File: config.mk
export PLATFORM = sky130hd
export DESIGN_NAME = debug_input_flat
export DESIGN_NICKNAME = d
export VERILOG_FILES = /design/src/rtl/debug_pkg.sv /design/src/rtl/debug_input_if.sv /design/src/rtl/debug_rec_fifo.sv /design/src/rtl/debug_input.sv /design/src/flat_wrapper.sv
export SDC_FILE = /design/constraint.sdc
export NUM_CORES = 1
export LEC_CHECK = 0
export ABC_AREA = 1
export CAP_MARGIN = 5
export CORE_ASPECT_RATIO = 2
export CORE_MARGIN = 5
export CORE_UTILIZATION = 30
export DETAILED_ROUTE_END_ITERATION = 8
export PLACE_DENSITY_LB_ADDON = 0.2
export SKIP_LAST_GASP = 1
export SYNTH_ARGS = -nofsm -noshare
export SYNTH_HDL_FRONTEND = slang
export SYNTH_HIERARCHICAL = 1
export SYNTH_SLANG_ARGS = --single-unit
export TNS_END_PERCENT = 100
File: constraint.sdc
create_clock -name clk -period 7.25 [get_ports clk]
set_clock_uncertainty 0.05 [all_clocks]
set_input_delay 0.725 -clock clk [delete_from_list [all_inputs] [get_ports clk]]
set_output_delay 0.725 -clock clk [all_outputs]
set_load 0.05 [all_outputs]
File: src/rtl/debug_pkg.sv
// Shared types and constants for the debug nibble-stream receiver.
// Holds mode encodings, frame lengths, the mode->length helper and the
// record struct carried through the receive FIFO.
package debug_pkg;

  localparam logic [1:0] MODE_PC       = 2'd0;
  localparam logic [1:0] MODE_PC_INSTR = 2'd1;
  localparam logic [1:0] MODE_ALL      = 2'd2;

  localparam int unsigned LEN_PC       = 8;
  localparam int unsigned LEN_PC_INSTR = 16;
  localparam int unsigned LEN_ALL      = 24;

  // Wide enough to hold any nibble index / frame length (max 24).
  localparam int unsigned CNT_W = 5;

  // One reassembled debug record (98 bits).
  typedef struct packed {
    logic [1:0]  mode;
    logic [31:0] wdata;
    logic [31:0] instr;
    logic [31:0] pc;
  } debug_rec_t;

  // Frame length in nibbles for a given mode; mode 3 behaves as PC-only.
  function automatic logic [CNT_W-1:0] mode_len(input logic [1:0] m);
    case (m)
      MODE_PC_INSTR: return CNT_W'(LEN_PC_INSTR);
      MODE_ALL:      return CNT_W'(LEN_ALL);
      default:       return CNT_W'(LEN_PC);
    endcase
  endfunction

endpackage

File: src/rtl/debug_input_if.sv
// Record output bus of the debug receiver (valid/ready handshake).
// master: drives m_valid and the record fields, samples m_ready.
// slave : consumer side (UART bridge / ILA capture).
interface debug_input_if;
  logic        m_valid;
  logic        m_ready;
  logic [31:0] m_pc;
  logic [31:0] m_instr;
  logic [31:0] m_wdata;
  logic [1:0]  m_mode;

  modport master (output m_valid, output m_pc, output m_instr,
                  output m_wdata, output m_mode, input m_ready);
  modport slave  (input m_valid, input m_pc, input m_instr,
                  input m_wdata, input m_mode, output m_ready);
endinterface

File: src/rtl/debug_rec_fifo.sv
// Show-ahead synchronous FIFO of debug records.
// Ports: clk, rst_n; push/wdata/full on the write side; pop/empty/head on
// the read side. head is read straight from register storage, so a record
// pushed at edge N is visible right after N. A pop and push in the same
// cycle are both honoured even when full.
module debug_rec_fifo
  import debug_pkg::*;
#(
  parameter int unsigned DEPTH = 4
) (
  input  logic       clk,
  input  logic       rst_n,
  input  logic       push,
  input  debug_rec_t wdata,
  output logic       full,
  input  logic       pop,
  output logic       empty,
  output debug_rec_t head
);

  localparam int unsigned AW = (DEPTH > 1) ? $clog2(DEPTH) : 1;
  localparam int unsigned CW = AW + 1;

  debug_rec_t        mem_q [DEPTH];
  logic [AW-1:0]     wr_ptr_q, rd_ptr_q;
  logic [CW-1:0]     count_q, count_d;
  logic              full_q, empty_q;
  logic              push_ok, pop_ok;

  assign pop_ok  = pop && !empty_q;
  assign push_ok = push && (!full_q || pop_ok);

  // Occupancy update.
  always_comb begin
    count_d = count_q;
    case ({push_ok, pop_ok})
      2'b10:   count_d = count_q + CW'(1);
      2'b01:   count_d = count_q - CW'(1);
      default: count_d = count_q;
    endcase
  end

  always_ff @(posedge clk or negedge rst_n) begin
    if (!rst_n) begin
      for (int i = 0; i < int'(DEPTH); i++) mem_q[i] <= '0;
      wr_ptr_q <= '0;
      rd_ptr_q <= '0;
      count_q  <= '0;
      full_q   <= 1'b0;
      empty_q  <= 1'b1;
    end else begin
      if (push_ok) begin
        mem_q[wr_ptr_q] <= wdata;
        wr_ptr_q        <= wr_ptr_q + AW'(1);
      end
      if (pop_ok) rd_ptr_q <= rd_ptr_q + AW'(1);
      count_q <= count_d;
      full_q  <= (count_d == CW'(DEPTH));
      empty_q <= (count_d == '0);
    end
  end

  assign full  = full_q;
  assign empty = empty_q;
  assign head  = mem_q[rd_ptr_q];

endmodule

File: src/rtl/debug_input.sv
// Receive-side deserializer for the 4-bit debug nibble stream.
// Ports: clk, rst_n; mode/rx_data/rx_active from the serializer; m (record
// bus, master side); err_short / err_overflow one-cycle error pulses;
// drop_cnt saturating count of discarded records.
module debug_input
  import debug_pkg::*;
#(
  parameter int unsigned FIFO_DEPTH = 4,
  parameter int unsigned DROP_CNT_W = 16
) (
  input  logic                  clk,
  input  logic                  rst_n,
  input  logic [1:0]            mode,
  input  logic [3:0]            rx_data,
  input  logic                  rx_active,
  debug_input_if.master         m,
  output logic                  err_short,
  output logic                  err_overflow,
  output logic [DROP_CNT_W-1:0] drop_cnt
);

  localparam int unsigned ASM_W = 96;

  typedef enum logic {S_IDLE, S_RECV} state_t;

  state_t                state_q, state_d;
  logic [CNT_W-1:0]      cnt_q, cnt_d;
  logic [CNT_W-1:0]      len_q, len_d;
  logic [1:0]            mode_q, mode_d;
  logic [ASM_W-1:0]      asm_q, asm_d;
  logic                  err_short_q, err_overflow_q;
  logic [DROP_CNT_W-1:0] drop_cnt_q, drop_cnt_d;

  logic                  complete_c, short_c, ovf_c, push_c, pop_c;
  logic [6:0]            nib_idx_c;
  debug_rec_t            rec_c, head;
  logic                  fifo_full, fifo_empty;

  assign nib_idx_c = {cnt_q, 2'b00};

  // Frame assembly FSM: next state, counter and assembly register.
  always_comb begin
    state_d    = state_q;
    cnt_d      = cnt_q;
    len_d      = len_q;
    mode_d     = mode_q;
    asm_d      = asm_q;
    complete_c = 1'b0;
    short_c    = 1'b0;
    case (state_q)
      S_IDLE: begin
        if (rx_active) begin
          mode_d       = (mode == 2'd3) ? MODE_PC : mode;
          len_d        = mode_len(mode);
          asm_d        = '0;
          asm_d[3:0]   = rx_data;
          cnt_d        = CNT_W'(1);
          state_d      = S_RECV;
        end
      end
      S_RECV: begin
        if (rx_active) begin
          asm_d[nib_idx_c +: 4] = rx_data;
          if (cnt_q == len_q - CNT_W'(1)) begin
            complete_c = 1'b1;
            cnt_d      = '0;
            state_d    = S_IDLE;
          end else begin
            cnt_d = cnt_q + CNT_W'(1);
          end
        end else begin
          short_c = 1'b1;
          cnt_d   = '0;
          state_d = S_IDLE;
        end
      end
      default: state_d = S_IDLE;
    endcase
  end

  // Record includes the nibble arriving on the completion cycle.
  always_comb begin
    rec_c.pc    = asm_d[31:0];
    rec_c.instr = asm_d[63:32];
    rec_c.wdata = asm_d[95:64];
    rec_c.mode  = mode_q;
  end

  // A full FIFO still accepts a record if the head leaves on the same edge.
  assign pop_c  = m.m_valid && m.m_ready;
  assign ovf_c  = complete_c && fifo_full && !pop_c;
  assign push_c = complete_c && !ovf_c;

  always_comb begin
    drop_cnt_d = drop_cnt_q;
    if ((short_c || ovf_c) && (drop_cnt_q != {DROP_CNT_W{1'b1}}))
      drop_cnt_d = drop_cnt_q + DROP_CNT_W'(1);
  end

  always_ff @(posedge clk or negedge rst_n) begin
    if (!rst_n) begin
      state_q        <= S_IDLE;
      cnt_q          <= '0;
      len_q          <= CNT_W'(LEN_PC);
      mode_q         <= MODE_PC;
      asm_q          <= '0;
      err_short_q    <= 1'b0;
      err_overflow_q <= 1'b0;
      drop_cnt_q     <= '0;
    end else begin
      state_q        <= state_d;
      cnt_q          <= cnt_d;
      len_q          <= len_d;
      mode_q         <= mode_d;
      asm_q          <= asm_d;
      err_short_q    <= short_c;
      err_overflow_q <= ovf_c;
      drop_cnt_q     <= drop_cnt_d;
    end
  end

  debug_rec_fifo #(.DEPTH(FIFO_DEPTH)) u_fifo (
    .clk   (clk),
    .rst_n (rst_n),
    .push  (push_c),
    .wdata (rec_c),
    .full  (fifo_full),
    .pop   (pop_c),
    .empty (fifo_empty),
    .head  (head)
  );

  assign m.m_valid    = !fifo_empty;
  assign m.m_pc       = head.pc;
  assign m.m_instr    = head.instr;
  assign m.m_wdata    = head.wdata;
  assign m.m_mode     = head.mode;
  assign err_short    = err_short_q;
  assign err_overflow = err_overflow_q;
  assign drop_cnt     = drop_cnt_q;

endmodule

File: src/flat_wrapper.sv
// flat-port wrapper written by rule: the top's interface ports become plain ports
module debug_input_flat import debug_pkg::*;
#(
  parameter int unsigned FIFO_DEPTH = 4,
  parameter int unsigned DROP_CNT_W = 16
)
  (clk, rst_n, mode, rx_data, rx_active, err_short, err_overflow, drop_cnt, m_m_valid, m_m_pc, m_m_instr, m_m_wdata, m_m_mode, m_m_ready);
  debug_input_if m_i ();
  input  logic clk;
  input  logic rst_n;
  input  logic [1:0] mode;
  input  logic [3:0] rx_data;
  input  logic rx_active;
  output logic err_short;
  output logic err_overflow;
  output logic [DROP_CNT_W-1:0] drop_cnt;
  output wire logic [$bits(m_i.m_valid)-1:0] m_m_valid;
  output wire logic [$bits(m_i.m_pc)-1:0] m_m_pc;
  output wire logic [$bits(m_i.m_instr)-1:0] m_m_instr;
  output wire logic [$bits(m_i.m_wdata)-1:0] m_m_wdata;
  output wire logic [$bits(m_i.m_mode)-1:0] m_m_mode;
  input wire logic [$bits(m_i.m_ready)-1:0] m_m_ready;
  assign m_m_valid = m_i.m_valid;
  assign m_m_pc = m_i.m_pc;
  assign m_m_instr = m_i.m_instr;
  assign m_m_wdata = m_i.m_wdata;
  assign m_m_mode = m_i.m_mode;
  assign m_i.m_ready = m_m_ready;
  debug_input #(.FIFO_DEPTH(FIFO_DEPTH), .DROP_CNT_W(DROP_CNT_W)) u_core (.clk(clk), .rst_n(rst_n), .mode(mode), .rx_data(rx_data), .rx_active(rx_active), .m(m_i), .err_short(err_short), .err_overflow(err_overflow), .drop_cnt(drop_cnt));
endmodule
==> reports/metrics.yaml <==
timing:
  period_share: 0.691
  rsz0062_at_grt: "no"
  finalSetupViolCount: 0
  hold_viol_final: 0
  max_freq_mhz: 200
  maxSlewHeadroom: 0.331
  holdWs_ps: 95.7
  drv_slew: 0
  setup_tns_ps: 0
  period_minus_slack_ps: 5010
  worst_pin_slew_ps: 1000
final_layout:
  nets: 3016
  fin_area_sq_um: 28100
  drive_gt1_frac: 0.0590
  instances_no_fill: 4082
  area_delta_synth_final_pct: 15.1
  antenna_cells: 0
yosys:
  synthesis.area_sq_um: 24400
  synth_edf_count: 0
  avgSynthCellArea_sq_um: 8.23
  yosysTopAreaCellShare: 0.536
  synth_cell_types: 40
  yosysSeqAreaShare: 0.538
  synth_commonest_cells: "nand2_1, o21ai_0, dfrtp_1"
  synth_largest_area_cell: "dfrtp_1"
  synth_ff_type: "dfrtp_1"
  syn_nets: 2994
  yosys_warnings: 6
  yosys-top-cells-area: "dfrtp_1, o21ai_0, nand2_1"
  ys_ff_latch: 525
  syn_inst: 2969
  async_flop_share: 1.00
  synth.most_common_cell: "nand2_1"
critical_path:
  cp_max_fo: 70
  required_ps: 6470
  arrival_ps: 4230
  worst-path-buf-inv: 4
  path_cells: "buf_4, inv_2, buf_4, o21ai_0, o22ai_1, clkdlybuf4s50_1"
  cp_top_family: "buffers and inverters"
  path_class: "reg2out"
  path_common_cell: "buf_4"
  slowest_stage: "clkdlybuf4s50_1"
  critPathCaptureType: "output pin"
  slowest_delay_ps: 880
  cp.depth: 6
  r2r_cells: 13
  startpoint_type: "flip-flop"
clocking:
  cts_resized: 0
  cts_setup_buffers: 0
  worst_skew_pair.late_latency_ps: 610
  htreeDepth: 2
  cts_hold_buf: 0
  cts_num_sinks: 525
  cts.clk_slew.worst_paths_ps: 60
  cts-root-buf: "clkbuf_16"
  cts_tree: "done"
  numCtsBuffers: 53
  clockBufferDepth: 3
pwr:
  irDropWorstVdd_mv: 0.305
  p_total_mw: 10.5
  leakage_nw: 12.4
  power_per_cell_area_nw_per_um2: 373
grt:
  grt_pass1_wl_um: 121000
  grt_overflow: 0
  grt_pass1_vias: 20200
  gr-usage-all-layers: 0.175
  grt_max_degree: 152
  antenna_found_initial: 0
detailed_routing:
  drt_first_iter_violations: 1253
  drt-wirelength-per-cell_um: 18.7
  drc: 0
  vias_per_cell: 4.84
  ant_nets: 0
  drtPass1Iterations: 6
  postRouteWirelength_um: 76400
  via_count: 19800
floorplanning:
  dieArea_sq_um: 87600
  io_pins: 127
  rows: 148
  start_util: 0.301
  core_area_sq_um: 81100
  chipWidth_um: 212
  dieHeight_um: 414
place:
  dp_hpwl_um: 49500
  place_inst: 3986
  place_congestion: 0.936
  dpl-instance-area_sq_um: 26300
  io_buffers: 126
run:
  max_cap_viol_count: 0
hold_path:
  worstHoldPathType: "in2async"
run_status:
  status: "finished, final reports clean"
[report_power, final]
part | total, mW | internal (mW) | switching, mW | leakage [nW]
sequential | 3.14 | 3.02 | 0.116 | 7.28
combinational | 4.49 | 1.23 | 3.26 | 4.20
clock | 2.86 | 1.64 | 1.22 | 0.879
[cell type report]
type | count | area, sq um
Clock buffer | 76 | 1560
Clock inverter | 20 | 228
Fill cell | 8629 | 53000
Inverter | 230 | 876
Multi-Input combinational cell | 2027 | 9500
Sequential cell | 525 | 13100
Tap cell | 1050 | 1310
Timing Repair Buffer | 154 | 1510
[final timing paths]
path / start / end / slack [ps]
setup / recovery: u_core/u_fifo/rd_ptr_q[1] / m_m_instr[23] / 2240
hold / removal: rst_n / u_core/u_fifo/mem_q[64] / 100
setup reg to reg: u_core/cnt_q[0] / u_core/u_fifo/mem_q[386] / 3570
hold reg to reg: u_core/u_fifo/mem_q[243] / u_core/u_fifo/mem_q[243] / 430
max in group asynchronous: rst_n / u_core/u_fifo/mem_q[131] / 5320
min in group clk: u_core/u_fifo/mem_q[243] / u_core/u_fifo/mem_q[243] / 430
[metal layers]
metal	up-vias	GRT usage	part of all wire
li1	9727	-	-
met1	9573	0.216	0.42
met2	355	0.314	0.52
met3	119	0.0218	0.031
met4	0	0.0572	0.031
met5	-	0	0
[flip-flops by register name, indices dropped and copies added, names as in the netlist]
register	cells
u_core/u_fifo/rd_ptr_q	2
u_core/err_overflow	1
u_core/len_q	2
u_core/mode_q	2
u_core/err_short	1
u_core/cnt_q	5
u_core/u_fifo/empty	1
u_core/u_fifo/full	1
u_core/u_fifo/wr_ptr_q	2
u_core/u_fifo/mem_q	392
u_core/state_q	1
u_core/asm_q	96
u_core/drop_cnt	16
u_core/u_fifo/count_q	3
[cells in the final DEF (no fill, tap or decap), types with 3 or more instances in the layout]
cell / netlist / layout
a21oi_1: 16 / 16
clkbuf_1: 71 / 11
nand3_4: 1 / 5
nor3_1: 11 / 11
o21ai_0: 612 / 612
nand3_1: 129 / 129
clkdlybuf4s50_1: 0 / 124
nor2_4: 12 / 13
inv_6: 0 / 3
nor2_1: 248 / 247
clkinv_2: 0 / 10
nand4_1: 12 / 12
nand2_4: 5 / 5
o211ai_1: 3 / 3
clkbuf_8: 0 / 10
ha_1: 14 / 14
inv_2: 5 / 5
xor2_1: 16 / 16
nand2_2: 9 / 9
o21ai_1: 45 / 45
buf_12: 0 / 3
inv_4: 4 / 3
o22ai_1: 102 / 102
nor2_2: 12 / 12
dfrtp_1: 523 / 521
bufinv_16: 0 / 4
inv_1: 219 / 219
clkbuf_16: 0 / 55
buf_4: 23 / 25
xnor2_1: 7 / 7
nand2_1: 756 / 756
nand3_2: 7 / 3
[worst reg2reg max path: cells and delay by family (launching register included)]
kind,cells,cell delay (ps)
simple gates,6,1030
compound gates,2,860
buf+inv,4,630
flops,1,680
fa+ha+maj,1,330
[cell families after synthesis]
family / synth area share
AND/OR/NAND/NOR: 0.204
buffers and inverters: 0.0748
adder cells (fa/ha/maj): 0.00799
flip-flops: 0.538
multiplexers: 0.000922
AO/OA/AOI/OAI: 0.166
XOR/XNOR: 0.00825
[through the flow]
step,setup slack (ps),utilization
after global placement,2860,0.325
final,2240,0.347
after detailed placement,2840,0.325
after global routing,2050,0.347
after CTS,2140,0.347
after floorplan,4330,-
Power figures use the tool's default switching activity.
